`config.mk`:
```
export PLATFORM = sky130hd
export DESIGN_NAME = ps2_host_tx
export DESIGN_NICKNAME = d
export VERILOG_FILES = /design/src/rtl/ps2_pkg.sv /design/src/rtl/ps2_line_filter.sv /design/src/rtl/ps2_host_tx.sv
export SDC_FILE = /design/constraint.sdc
export NUM_CORES = 1
export LEC_CHECK = 0
export BUFFER_PORTS_ARGS = -buffer_cell sky130_fd_sc_hd__buf_2
export CORE_ASPECT_RATIO = 0.8
export CORE_MARGIN = 2
export CORE_UTILIZATION = 55
export DETAILED_ROUTE_END_ITERATION = 8
export GPL_TIMING_DRIVEN = 0
export PLACE_DENSITY = 0.83
export SLEW_MARGIN = 10
export SYNTH_ARGS = -nofsm -noshare
export SYNTH_HDL_FRONTEND = slang
export SYNTH_SLANG_ARGS = --single-unit
```
`constraint.sdc`:
```
create_clock -name clk -period 2.1 [get_ports clk]
set_input_delay 0.105 -clock clk [delete_from_list [all_inputs] [get_ports clk]]
set_output_delay 0.105 -clock clk [all_outputs]
set_load 0.05 [all_outputs]
```
`src/rtl/ps2_pkg.sv`:
```
// -----------------------------------------------------------------------------
// ps2_pkg
// Shared PS/2 definitions used by the host transmitter and receive-side logic.
//   - ps2_state_e     : host-to-device transmit state encoding
//   - PS2_*_CYCLES    : default timing constants at 100 MHz
//   - ps2_odd_parity  : parity bit that makes the 9-bit {parity, byte} odd
// -----------------------------------------------------------------------------
package ps2_pkg;

    typedef enum logic [2:0] {
        ST_IDLE      = 3'd0,
        ST_INHIBIT   = 3'd1,
        ST_RTS       = 3'd2,
        ST_SEND      = 3'd3,
        ST_ACK       = 3'd4,
        ST_WAIT_IDLE = 3'd5
    } ps2_state_e;

    localparam int PS2_INHIBIT_CYCLES = 10000;    // 100 us
    localparam int PS2_RTS_CYCLES     = 2000;     // 20 us
    localparam int PS2_TIMEOUT_CYCLES = 1500000;  // 15 ms
    localparam int PS2_FILTER_CYCLES  = 8;

    // Odd parity: 1 when the byte holds an even number of ones.
    function automatic logic ps2_odd_parity(input logic [7:0] b);
        return ~^b;
    endfunction

endpackage

```
`src/rtl/ps2_line_filter.sv`:
```
// -----------------------------------------------------------------------------
// ps2_line_filter
// Brings one PS/2 pad into the clk domain and debounces it.
//   clk      in  system clock
//   rst      in  asynchronous active-low reset (line assumed idle-high)
//   i_line   in  raw pad level
//   o_level  out filtered level, changes after FILTER_CYCLES identical samples
//   o_fall   out one-cycle strobe when o_level goes 1 -> 0
// -----------------------------------------------------------------------------
module ps2_line_filter #(
    parameter int FILTER_CYCLES = 8
) (
    input  logic clk,
    input  logic rst,
    input  logic i_line,
    output logic o_level,
    output logic o_fall
);

    localparam int CW = $clog2(FILTER_CYCLES + 1);

    logic          r_sync1;
    logic          r_sync2;
    logic          r_level;
    logic          r_fall;
    logic [CW-1:0] r_cnt;

    // r_cnt counts consecutive synchronized samples that disagree with the
    // current filtered level; any agreeing sample restarts the run.
    always_ff @(posedge clk or negedge rst) begin
        if (!rst) begin
            r_sync1 <= 1'b1;
            r_sync2 <= 1'b1;
            r_level <= 1'b1;
            r_fall  <= 1'b0;
            r_cnt   <= '0;
        end else begin
            r_sync1 <= i_line;
            r_sync2 <= r_sync1;
            r_fall  <= 1'b0;
            if (r_sync2 == r_level) begin
                r_cnt <= '0;
            end else if (r_cnt == CW'(FILTER_CYCLES - 1)) begin
                r_cnt   <= '0;
                r_level <= r_sync2;
                r_fall  <= ~r_sync2;
            end else begin
                r_cnt <= r_cnt + 1'b1;
            end
        end
    end

    assign o_level = r_level;
    assign o_fall  = r_fall;

endmodule

```
`src/rtl/ps2_host_tx.sv`:
```
// -----------------------------------------------------------------------------
// ps2_host_tx
// PS/2 host-to-device command transmitter (open-collector line control).
//   clk, rst             system clock; asynchronous active-low reset
//   tx_data/valid/ready  command byte handshake (ready only in IDLE)
//   ps2_clk_in/data_in   sampled pad levels
//   ps2_clk_oe/data_oe   1 = pull the line low, 0 = release
//   busy                 frame in progress
//   done, ack_ok         completion pulse and device ACK result
//   error                pulse when the device fails to finish in time
// -----------------------------------------------------------------------------
module ps2_host_tx
    import ps2_pkg::*;
#(
    parameter int INHIBIT_CYCLES = PS2_INHIBIT_CYCLES,
    parameter int RTS_CYCLES     = PS2_RTS_CYCLES,
    parameter int TIMEOUT_CYCLES = PS2_TIMEOUT_CYCLES,
    parameter int FILTER_CYCLES  = PS2_FILTER_CYCLES
) (
    input  logic       clk,
    input  logic       rst,
    input  logic [7:0] tx_data,
    input  logic       tx_valid,
    output logic       tx_ready,
    input  logic       ps2_clk_in,
    input  logic       ps2_data_in,
    output logic       ps2_clk_oe,
    output logic       ps2_data_oe,
    output logic       busy,
    output logic       done,
    output logic       ack_ok,
    output logic       error
);

    localparam int PH_MAX = (INHIBIT_CYCLES > RTS_CYCLES) ? INHIBIT_CYCLES : RTS_CYCLES;
    localparam int PH_W   = $clog2(PH_MAX + 1);
    localparam int TO_W   = $clog2(TIMEOUT_CYCLES + 1);

    ps2_state_e      r_state,   w_state_nxt;
    logic [PH_W-1:0] r_ph,      w_ph_nxt;
    logic [TO_W-1:0] r_tmo,     w_tmo_nxt;
    logic [3:0]      r_bit,     w_bit_nxt;
    logic [7:0]      r_byte,    w_byte_nxt;
    logic            r_data_oe, w_data_oe_nxt;
    logic            r_ack,     w_ack_nxt;
    logic            w_timeout;

    logic w_clk_lvl;
    logic w_clk_fall;
    logic w_data_lvl;
    logic w_data_fall_unused;  // transmit side only needs the data level

    ps2_line_filter #(.FILTER_CYCLES(FILTER_CYCLES)) u_clk_flt (
        .clk     (clk),
        .rst     (rst),
        .i_line  (ps2_clk_in),
        .o_level (w_clk_lvl),
        .o_fall  (w_clk_fall)
    );

    ps2_line_filter #(.FILTER_CYCLES(FILTER_CYCLES)) u_data_flt (
        .clk     (clk),
        .rst     (rst),
        .i_line  (ps2_data_in),
        .o_level (w_data_lvl),
        .o_fall  (w_data_fall_unused)
    );

    always_ff @(posedge clk or negedge rst) begin
        if (!rst) begin
            r_state   <= ST_IDLE;
            r_ph      <= '0;
            r_tmo     <= '0;
            r_bit     <= '0;
            r_byte    <= '0;
            r_data_oe <= 1'b0;
            r_ack     <= 1'b0;
        end else begin
            r_state   <= w_state_nxt;
            r_ph      <= w_ph_nxt;
            r_tmo     <= w_tmo_nxt;
            r_bit     <= w_bit_nxt;
            r_byte    <= w_byte_nxt;
            r_data_oe <= w_data_oe_nxt;
            r_ack     <= w_ack_nxt;
        end
    end

    always_comb begin
        w_state_nxt   = r_state;
        w_ph_nxt      = r_ph;
        w_tmo_nxt     = r_tmo;
        w_bit_nxt     = r_bit;
        w_byte_nxt    = r_byte;
        w_data_oe_nxt = r_data_oe;
        w_ack_nxt     = r_ack;
        w_timeout     = 1'b0;
        done          = 1'b0;
        error         = 1'b0;

        case (r_state)
            ST_IDLE: begin
                if (tx_valid && tx_ready) begin
                    w_byte_nxt  = tx_data;
                    w_ph_nxt    = '0;
                    w_state_nxt = ST_INHIBIT;
                end
            end
            ST_INHIBIT: begin
                if (r_ph == PH_W'(INHIBIT_CYCLES - 1)) begin
                    w_ph_nxt    = '0;
                    w_state_nxt = ST_RTS;
                end else begin
                    w_ph_nxt = r_ph + 1'b1;
                end
            end
            ST_RTS: begin
                if (r_ph == PH_W'(RTS_CYCLES - 1)) begin
                    w_ph_nxt      = '0;
                    w_tmo_nxt     = '0;
                    w_bit_nxt     = '0;
                    w_data_oe_nxt = 1'b1;  // keep the start bit through clock release
                    w_state_nxt   = ST_SEND;
                end else begin
                    w_ph_nxt = r_ph + 1'b1;
                end
            end
            ST_SEND, ST_ACK, ST_WAIT_IDLE: begin
                // Timeout has priority so done and error can never coincide.
                if (r_tmo == TO_W'(TIMEOUT_CYCLES)) begin
                    w_timeout     = 1'b1;
                    error         = 1'b1;
                    w_data_oe_nxt = 1'b0;
                    w_state_nxt   = ST_IDLE;
                end else begin
                    w_tmo_nxt = r_tmo + 1'b1;
                    if (r_state == ST_SEND) begin
                        if (w_clk_fall) begin
                            w_bit_nxt = r_bit + 1'b1;
                            if (r_bit < 4'd8) begin
                                w_data_oe_nxt = ~r_byte[r_bit[2:0]];
                            end else if (r_bit == 4'd8) begin
                                w_data_oe_nxt = ~ps2_odd_parity(r_byte);
                            end else begin
                                w_data_oe_nxt = 1'b0;  // stop bit: release
                                w_state_nxt   = ST_ACK;
                            end
                        end
                    end else if (r_state == ST_ACK) begin
                        if (w_clk_fall) begin
                            w_ack_nxt   = ~w_data_lvl;
                            w_state_nxt = ST_WAIT_IDLE;
                        end
                    end else begin
                        if (w_clk_lvl && w_data_lvl) begin
                            done        = 1'b1;
                            w_state_nxt = ST_IDLE;
                        end
                    end
                end
            end
            default: w_state_nxt = ST_IDLE;
        endcase
    end

    // tx_ready is held low while reset is asserted so nothing is accepted then.
    assign tx_ready    = (r_state == ST_IDLE) && rst;
    assign busy        = (r_state != ST_IDLE);
    assign ps2_clk_oe  = (r_state == ST_INHIBIT) || (r_state == ST_RTS);
    assign ps2_data_oe = (r_state == ST_RTS) ||
                         ((r_state == ST_SEND) && r_data_oe && !w_timeout);
    assign ack_ok      = done && r_ack;

endmodule

```
Word-level counts from Yosys, hierarchy flattened:

Cells that the tools add are included.

* add/subtract/negate cells: 5
* order comparisons: 2
* eq/ne operators: 26
* muxes and demuxes: 46
* bitwise operators: 8
* reductions and logical operators: 24

Operators with widths (count)
* $mux 14: 3
* $mux 21: 2
* $pmux 14 s3: 1
* $pmux 21 s2: 1
* $mux 3: 11
* $mux 4: 8
* $add 21x1->21 const B: 1
* $eq 21x21->1 const B: 1
* $mux 1: 16
* $add 14x1->14 const B: 1
* $eq 14x11->1 const B: 1
* $eq 14x14->1 const B: 1
* $add 4x1->4 const B: 3
* $pmux 3 s4: 1
* $ne 2x2->1 const B: 5
* $reduce_and 5->1: 2
* $eq 4x3->1 const B: 2
* $ne 4x3->1 const B: 2
* $ne 4x4->1 const B: 2
* $not 1->1: 8
* $pmux 4 s2: 1
* $reduce_and 2->1: 4
* $reduce_and 8->1: 1
* $reduce_xnor 8->1: 1
* other kinds (22): 32

* register bits after elaboration: 67
* input port bits: 13
* output and inout bits: 7
* logic and storage cells: 127

Depth between registers and ports, before layout:

Gate-level depths: netlist (run 1).

* depth after elaboration: 8
* depth in mapped cells: 9
* depth with buffers taken out: 8

Cells and area by module:

Synthesis (run 1) repeated with hierarchy kept, for this count alone.

* cells, all modules: 378
* area total of the unflattened synthesis: 3803.6 µm²

By module, submodules not included
* ps2_host_tx: instances 1, cells each 336, area an instance 3180.6 µm², seq. area each 1301.2 µm²
* ps2_line_filter: instances 2, cells each 21, area an instance 311.5 µm², seq. area each 203.9 µm²

Least setup slack after synthesis (run 1):

Ideal clock, no wire load.

* path type: register to output
* start point: reg r_state[1]
* end point: out ack_ok
* arrival time: 2536 ps
* required time: 1995 ps
* slack: -541 ps
* stages on the path, launching flop included: 6
* buffers on the path: 3
* path through: dfrtp_1 buf_2 nand2b_1 clkbuf_2 clkbuf_1 nor4_1

* cells in the longest elaborated chain, start to end: 6
* elaborated cells on any way between the ends: 9
* those cells by class: 3 x eq/ne; 4 x mux; 2 x reduce/logical

Ends and longest elaborated chain
* from (decl): line ps2_host_tx.sv:39 `ps2_state_e r_state, w_state_nxt;`
* from (signal assigned): line ps2_host_tx.sv:79 `r_state <= w_state_nxt;`
* $eq 3x3->1: line ps2_host_tx.sv:101, ps2_host_tx.sv:149
* $mux 1: line ps2_host_tx.sv:149 `end else if (r_state == ST_ACK) begin`
* $mux 1: line ps2_host_tx.sv:137 `if (r_state == ST_SEND) begin`
* $mux 1: line ps2_host_tx.sv:130 `if (r_tmo == TO_W'(TIMEOUT_CYCLES)) begin`
* $mux 1 *: line ps2_host_tx.sv:101 `case (r_state)`
* $logic_and 1x1->1 *: line ps2_host_tx.sv:172 `assign ack_ok = done && r_ack;`
* to (decl): line ps2_host_tx.sv:31 `output logic ack_ok,`

Mark *: on every way between the ends. The rest lies on a longest branch, timed or not.

Worst setup path in the final report (run 1):

* start point: reg r_ph[11]
* end point: reg r_ph[12]

* cells in the longest elaborated chain, start to end: 3
* elaborated cells on any way between the ends: 6
* those cells by class: 1 x add/sub; 2 x eq/ne; 3 x mux

Ends and longest elaborated chain
* from (decl): line ps2_host_tx.sv:40 `logic [PH_W-1:0] r_ph, w_ph_nxt;`
* from (signal assigned): line ps2_host_tx.sv:80 `r_ph <= w_ph_nxt;`
* $add 14x1->14 (tied with other cells): line ps2_host_tx.sv:114, ps2_host_tx.sv:125
* $mux 14, on equally long branches: line ps2_host_tx.sv:118, ps2_host_tx.sv:110
* $pmux 14 s3 *: line ps2_host_tx.sv:101

Marks and branches as above.
A chain may end at the register's enable or synchronous reset.

==> results.yml, run 1 <==
run_status:
  outcome: "complete, but fails checks"
  violations: "setup timing"
pwr:
  p_int_mw: 2.117
  sequentialPowerShare: 0.518
  p_leak_nw: 1.940
  swShare: 0.2424
  clock_power_share: 0.398
  ir_worst_vdd_v: 0.0005681
  p_comb_frac: 0.084
  power_density_mw_per_mm2: 600.1
  switchingPower_mw: 0.6775
setup_path:
  slowest_stage: "dfrtp_2"
  critical_path_class: "register to register"
  worstPathCellList: "nor4b_4 -> and4bb_4 -> a2bb2oi_2 -> clkbuf_4 -> a41oi_1 -> o21ai_0 -> o31ai_1"
  end_kind: "register"
  arrival_ns: 2.38
  path_depth: 7
  crit_family: "compound AO/OA/AOI/OAI gates"
  required_ns: 2.32
  cp.buffers_inverters: 1
  worst-r2r-cell-count: 7
  cp_max_fo: 10
  critPathLaunchType: "register"
  slowest_delay_ns: 0.45
die:
  die_h_um: 76.98
  die_area_mm2: 0.007329
  initial_utilization: 0.5713
  core-area_mm2: 0.006409
  rows: 26
  die_width_um: 95.22
  io-pin-count: 20
clock_network:
  clk_path_buf_depth: 2
  clock_latency_ns: 0.36
  cts_tree: "done"
  clk_pin_slew_ns: 0.07
  cts-buffers-inserted: 9
  clock_sinks: 67
  ctsHtreeMaxLevel: 3
  root_buffer: "clkbuf_8"
cells_and_area:
  num-nets-final: 451
  final_common_cell: "dfrtp_1"
  multiInputGateArea_mm2: 0.002076
  area.growth.synth_to_final_pct: 27.20
  regArea_mm2: 0.001693
  n_fill_cell: 389
  stdcell_count: 520
  drive_above_1_share: 0.3050
  num_antenna_cells: 0
  final_cell_mix: "54 x dfrtp_1, 31 x nor2_1, 28 x buf_4"
  final_area_mm2: 0.004657
  utilization: 0.7267
logic_synthesis:
  synth_area_leaders: "dfrtp_1 42%, xnor2_1 6.0%, dfstp_2 4.3%"
  syn_nets: 385
  yosysSeqAreaShare: 0.4600
  yosys.cell_types.count: 60
  ys_ff_latch: 67
  synth_area_mm2: 0.003661
  yosysTopAreaCellShare: 0.4170
  synth_top_area_cell: "dfrtp_1"
  async_flop_share: 1.000
  synth_top_flop_cell: "dfrtp_1"
  yosys_warnings: 0
  synthCells: 365
  syn_area_per_cell_um2: 10.03
  synth_edf_count: 0
global_routing:
  gr-total-overflow: 0
  grtUsageTotal: 0.2558
  grt_first_pass_wirelength_mm: 14.46
  antenna_found_initial: 0
  grt_max_degree: 44
  grt_pass1_vias: 3042
timing:
  tns_ns: -0.1093
  worst_pin_slew_ns: 0.9599
  fmax_ghz: 0.4639
  fin_crit_sh: 1.026
  fin_skew_ns: 0.01370
  setup_violations: 2
  max-slew-margin-rel: 0.3579
  timing.final.hold_violations: 0
  holdWs_ns: 0.3579
  period_needed_ns: 2.155
  grt_setup_unrepaired: "yes"
  fin_ws_ns: -0.05543
  maxSlewViolCount: 0
routing:
  vias_per_cell: 6.344
  drtPass1Iterations: 5
  drt-total-wl_mm: 10.01
  drc: 0
  drtIter0Drc: 386
  dr_total_vias: 3299
  wl_per_cell_um: 19.25
  ant_nets: 0
place:
  gp_congestion: 0.8265
  dp_hpwl_mm: 5.366
  io_buffers: 19
  placed_cells: 469
  placed_area_mm2: 0.003902
hold_path:
  hold_depth: 0
  hold_path.class: "register to register"
job:
  cap_violations: 0
## metal layers
| layer | wire, um | GRT usage | up-vias |
|---|---|---|---|
| li1 | - | - | 1448 |
| met1 | 3888 | 0.3338 | 1589 |
| met2 | 4892 | 0.4000 | 202 |
| met3 | 815 | 0.07957 | 60 |
| met4 | 413 | 0.09420 | 0 |
| met5 | 0 | 0 | - |
## repair_timing
item | 4_1_cts | 5_1_grt
endpoints found under the hold margin | 75 | 0
buffers inserted | 6 | 17
resized for setup | 17 | 42
hold buffers | 13 | 0
setup endpoints to repair | 21 | 37
pin swaps | 5 | 8
## cells in the mapped netlist (7+ instances only)
library cell  instances
nor3_1               14
inv_1                14
nor2_1               33
ha_1                  7
o21ai_0              24
dfrtp_1              61
nand2_1              27
a21oi_1              11
nand3_1              15
or3_1                 7
mux2_2               12
xnor2_1              25
nand2b_1              7
## stage by stage
stage / worst slack (ns) / power, mW
final: -0.05543 / 2.795
after global routing: -0.1441 / 2.892
after floorplan: 0.01889 / 1.595
after global placement: -1.021 / 1.660
after detailed placement: -0.2841 / 1.683
after CTS: 0.003871 / 2.791
## kinds of logic (layout without fill, tap and decap cells)
logic type	after synthesis	count (layout)	synth area share
muxes	15	15	0.05195
AOI/OAI and AO/OA	72	72	0.1442
xor gates and xnor gates	28	28	0.06699
and+or+nand+nor	151	151	0.2232
adders and majority gates	7	7	0.02392
buffers and inverters	25	96	0.02973
DFF	67	67	0.4600
## layout make-up
cell class,count,area share
Sequential cell,67,0.3635
Clock inverter,2,0.007523
Buffer,10,0.01316
Tap cell,84,0.02257
Inverter,14,0.01128
Multi-Input combinational cell,273,0.4457
Timing Repair Buffer,56,0.1013
Clock buffer,14,0.03493
## sequential cells by signal, indices dropped and copies added (netlist names)
register	flops
u_data_flt.r_sync1	1
r_ack	1
u_clk_flt.o_fall	1
r_tmo	21
r_byte	8
r_data_oe	1
u_clk_flt.r_sync2	1
u_data_flt.r_cnt	4
u_clk_flt.r_sync1	1
u_clk_flt.r_cnt	4
r_state	3
u_clk_flt.o_level	1
u_data_flt.r_sync2	1
r_bit	4
u_data_flt.o_level	1
r_ph	14
## worst paths after layout
check	slack, ns	from	end
hold / removal	0.36	u_data_flt.r_sync1$_DFF_PN1_	u_data_flt.r_sync2$_DFF_PN1_
setup / recovery	-0.06	r_ph[11]$_DFFE_PN0P_	r_ph[12]$_DFFE_PN0P_
max in group asynchronous	0.97	rst	r_bit[1]$_DFFE_PN0P_
setup reg to reg	-0.06	r_ph[11]$_DFFE_PN0P_	r_ph[12]$_DFFE_PN0P_
hold reg to reg	0.36	u_data_flt.r_sync1$_DFF_PN1_	u_data_flt.r_sync2$_DFF_PN1_
min in group asynchronous	0.48	rst	u_clk_flt.r_cnt[2]$_DFF_PN0_
## power groups by stage
| stage | registers (mW) | logic (mW) | clock network (mW) |
|---|---|---|---|
| floorplan | 1.45 | 0.145 | 0 |
| global placement | 1.46 | 0.196 | 0 |
| detailed placement | 1.47 | 0.212 | 0 |
| CTS | 1.45 | 0.236 | 1.10 |
| global route | 1.46 | 0.265 | 1.17 |
| finish | 1.45 | 0.235 | 1.11 |
(Power assumes the default switching activity.)
==> run 2, diff against run 1 <==
--- a/config.mk
+++ b/config.mk
@@ -12,6 +12,7 @@
 export DETAILED_ROUTE_END_ITERATION = 8
 export GPL_TIMING_DRIVEN = 0
 export PLACE_DENSITY = 0.83
+export SETUP_SLACK_MARGIN = 0.1
 export SLEW_MARGIN = 10
 export SYNTH_ARGS = -nofsm -noshare
 export SYNTH_HDL_FRONTEND = slang
==> constraint.sdc (replaced) <==
create_clock -name clk -period 2.1 [get_ports clk]
set_input_delay 0.105 -clock clk [delete_from_list [all_inputs] [get_ports clk]]
set_output_delay 0.105 -clock clk [all_outputs]
set_load 0.01 [all_outputs]
==> run 2 against run 1 <==
The run still ends with setup timing left. Clock skew decreased by 0.0044 ns. Power increased by 0.68%. Die area unchanged. Combinational power increased by 6%. Largest cell class unchanged. Critical path type unchanged. First-iteration DRC count increased by 12%. Wire length increased by 3.4%. Sequential cell count unchanged. Highest routed layer unchanged. Setup slack improved by 0.019 ns. Via count increased by 0.94%. Largest power group unchanged.
==> results.yml, run 2 (same netlist as run 1, synthesis figures left out) <==
timing:
  setup_violations: 4
  fmax_ghz: 0.4682
  holdWs_ns: 0.03076
  fin_crit_sh: 1.017
  timing.final.hold_violations: 0
  maxSlewViolCount: 0
  fin_ws_ns: -0.03605
  fin_skew_ns: 0.009299
  worst_pin_slew_ns: 1.013
  period_needed_ns: 2.136
  grt_setup_unrepaired: "yes"
  max-slew-margin-rel: 0.3225
cells_and_area:
  area.growth.synth_to_final_pct: 33.49
  largest_reg_flops: 21
  final_cell_mix: "58 x dfrtp_1, 31 x nor2_1, 26 x buf_4"
  final_area_mm2: 0.004887
  drive_above_1_share: 0.3626
  n_fill_cell: 358
  num-nets-final: 459
  reg_top3: "r_tmo: 21 flops, r_ph: 14 flops, r_byte: 8 flops"
  regMostFlops: "r_tmo"
  num_antenna_cells: 0
  final_common_cell: "dfrtp_1"
place:
  dp_hpwl_mm: 5.178
  pre_cts_ws_ns: -0.2202
  placed_area_mm2: 0.003891
  gp_congestion: 0.8303
  io_buffers: 19
run_status:
  violations: "setup timing"
  outcome: "complete, but fails checks"
routing:
  drtIter0Drc: 432
  dr_total_vias: 3330
  drtPass1Iterations: 5
  drt-total-wl_mm: 10.35
  vias_per_cell: 6.307
  ant_nets: 0
  wl_per_cell_um: 19.61
  drc: 0
die:
  die_h_um: 76.98
  rows: 26
  core-area_mm2: 0.006409
  io-pin-count: 20
  initial_utilization: 0.5713
  die_width_um: 95.22
  die_area_mm2: 0.007329
setup_path:
  critical_path_class: "register to register"
  r2r_setup_slack_ns: -0.04
  arrival_ns: 2.38
  cp_max_fo: 4
  r2r-start: "r_tmo[1]$_DFFE_PN0P_"
  r2r-end: "r_state[0]$_DFFE_PN0P_"
  required_ns: 2.34
  end_kind: "register"
  worst-r2r-cell-count: 9
  critPathLaunchType: "register"
clock_network:
  ctsHtreeMaxLevel: 3
  root_buffer: "clkbuf_8"
  clk_path_buf_depth: 2
  clock_latency_ns: 0.36
  clock_sinks: 67
  cts_tree: "done"
  cts-buffers-inserted: 9
  clk_pin_slew_ns: 0.08
pwr:
  ir_worst_vdd_v: 0.0006761
  power_density_mw_per_mm2: 575.8
  p_leak_nw: 2.030
  power_mw: 2.814
global_routing:
  grt_max_degree: 40
  grt_pass1_vias: 3071
  grtUsageTotal: 0.2620
  grt_first_pass_wirelength_mm: 14.64
  gr-total-overflow: 0
  antenna_found_initial: 0
hold_path:
  hold_path.class: "input pin to async pin"
job:
  cap_violations: 0
run 2: worst max-delay path, stage by stage, from the launching register on:
cell      delay, ns
dfrtp_1        0.43
inv_2          0.12
ha_4           0.14
nor4bb_4       0.19
nand4_1        0.18
nor2_4         0.22
buf_4          0.15
nand2b_2       0.18
o21ai_2        0.09
mux2_4         0.31
run 2: area by class of cell:
class | count | area, um^2 | share of cell area
inverters | 14 | 52.55 | 0.01075
plain buffers | 11 | 92.59 | 0.01895
repair buffers | 61 | 519.2 | 0.1062
multi-input cells | 275 | 2225 | 0.4552
flip-flops and latches | 67 | 1688 | 0.3454
clock inverters | 7 | 81.33 | 0.01664
well taps | 84 | 105.1 | 0.02151
clock buffers | 9 | 123.9 | 0.02535
run 2: power breakdown:
part	switching [mW]	internal [mW]
Combinational	0.115	0.134
Sequential	0.0690	1.38
Clock	0.555	0.564
Total	0.739	2.07
run 2: worst max path at each step:
| stage | from | end | slack, ns | cells after the start |
|---|---|---|---|---|
| floorplan | r_bit[0]$_DFFE_PN0P_ | r_state[0]$_DFFE_PN0P_ | 0.11 | 9 |
| global placement | rst | r_ph[11]$_DFFE_PN0P_ | -0.99 | 6 |
| detailed placement | r_ph[0]$_DFFE_PN0P_ | r_tmo[15]$_DFFE_PN0P_ | -0.22 | 7 |
| CTS | r_state[1]$_DFFE_PN0P_ | r_state[0]$_DFFE_PN0P_ | 0.08 | 7 |
| global route | r_tmo[1]$_DFFE_PN0P_ | done | -0.07 | 8 |
| finish | r_tmo[1]$_DFFE_PN0P_ | r_state[0]$_DFFE_PN0P_ | -0.04 | 9 |
run 2: through the flow:
step,TNS [ns],instances,utilization
after floorplan,0,365,-
after global placement,-14.28,468,0.6025
after detailed placement,-2.494,469,0.6072
after CTS,0,513,0.7070
after global routing,-0.2925,528,0.7626
final,-0.06296,528,0.7626
run 2: repair_timing:
item                                    in CTS  in global routing
endpoints found under the hold margin       71                  0
cloned                                       2                  0
pin swaps                                    9                 33
gates resized for setup                     33                 60
hold buffers                                14                  0
endpoints found under the setup margin      40                 44
buffers inserted                            12                 15
run 2: routing by layer:
metal	vias up	global-route usage	part of all wire
met2	185	0.4127	0.50
li1	1466	-	-
met5	-	0	0
met4	0	0.1043	0.033
met1	1632	0.3487	0.39
met3	47	0.06287	0.076
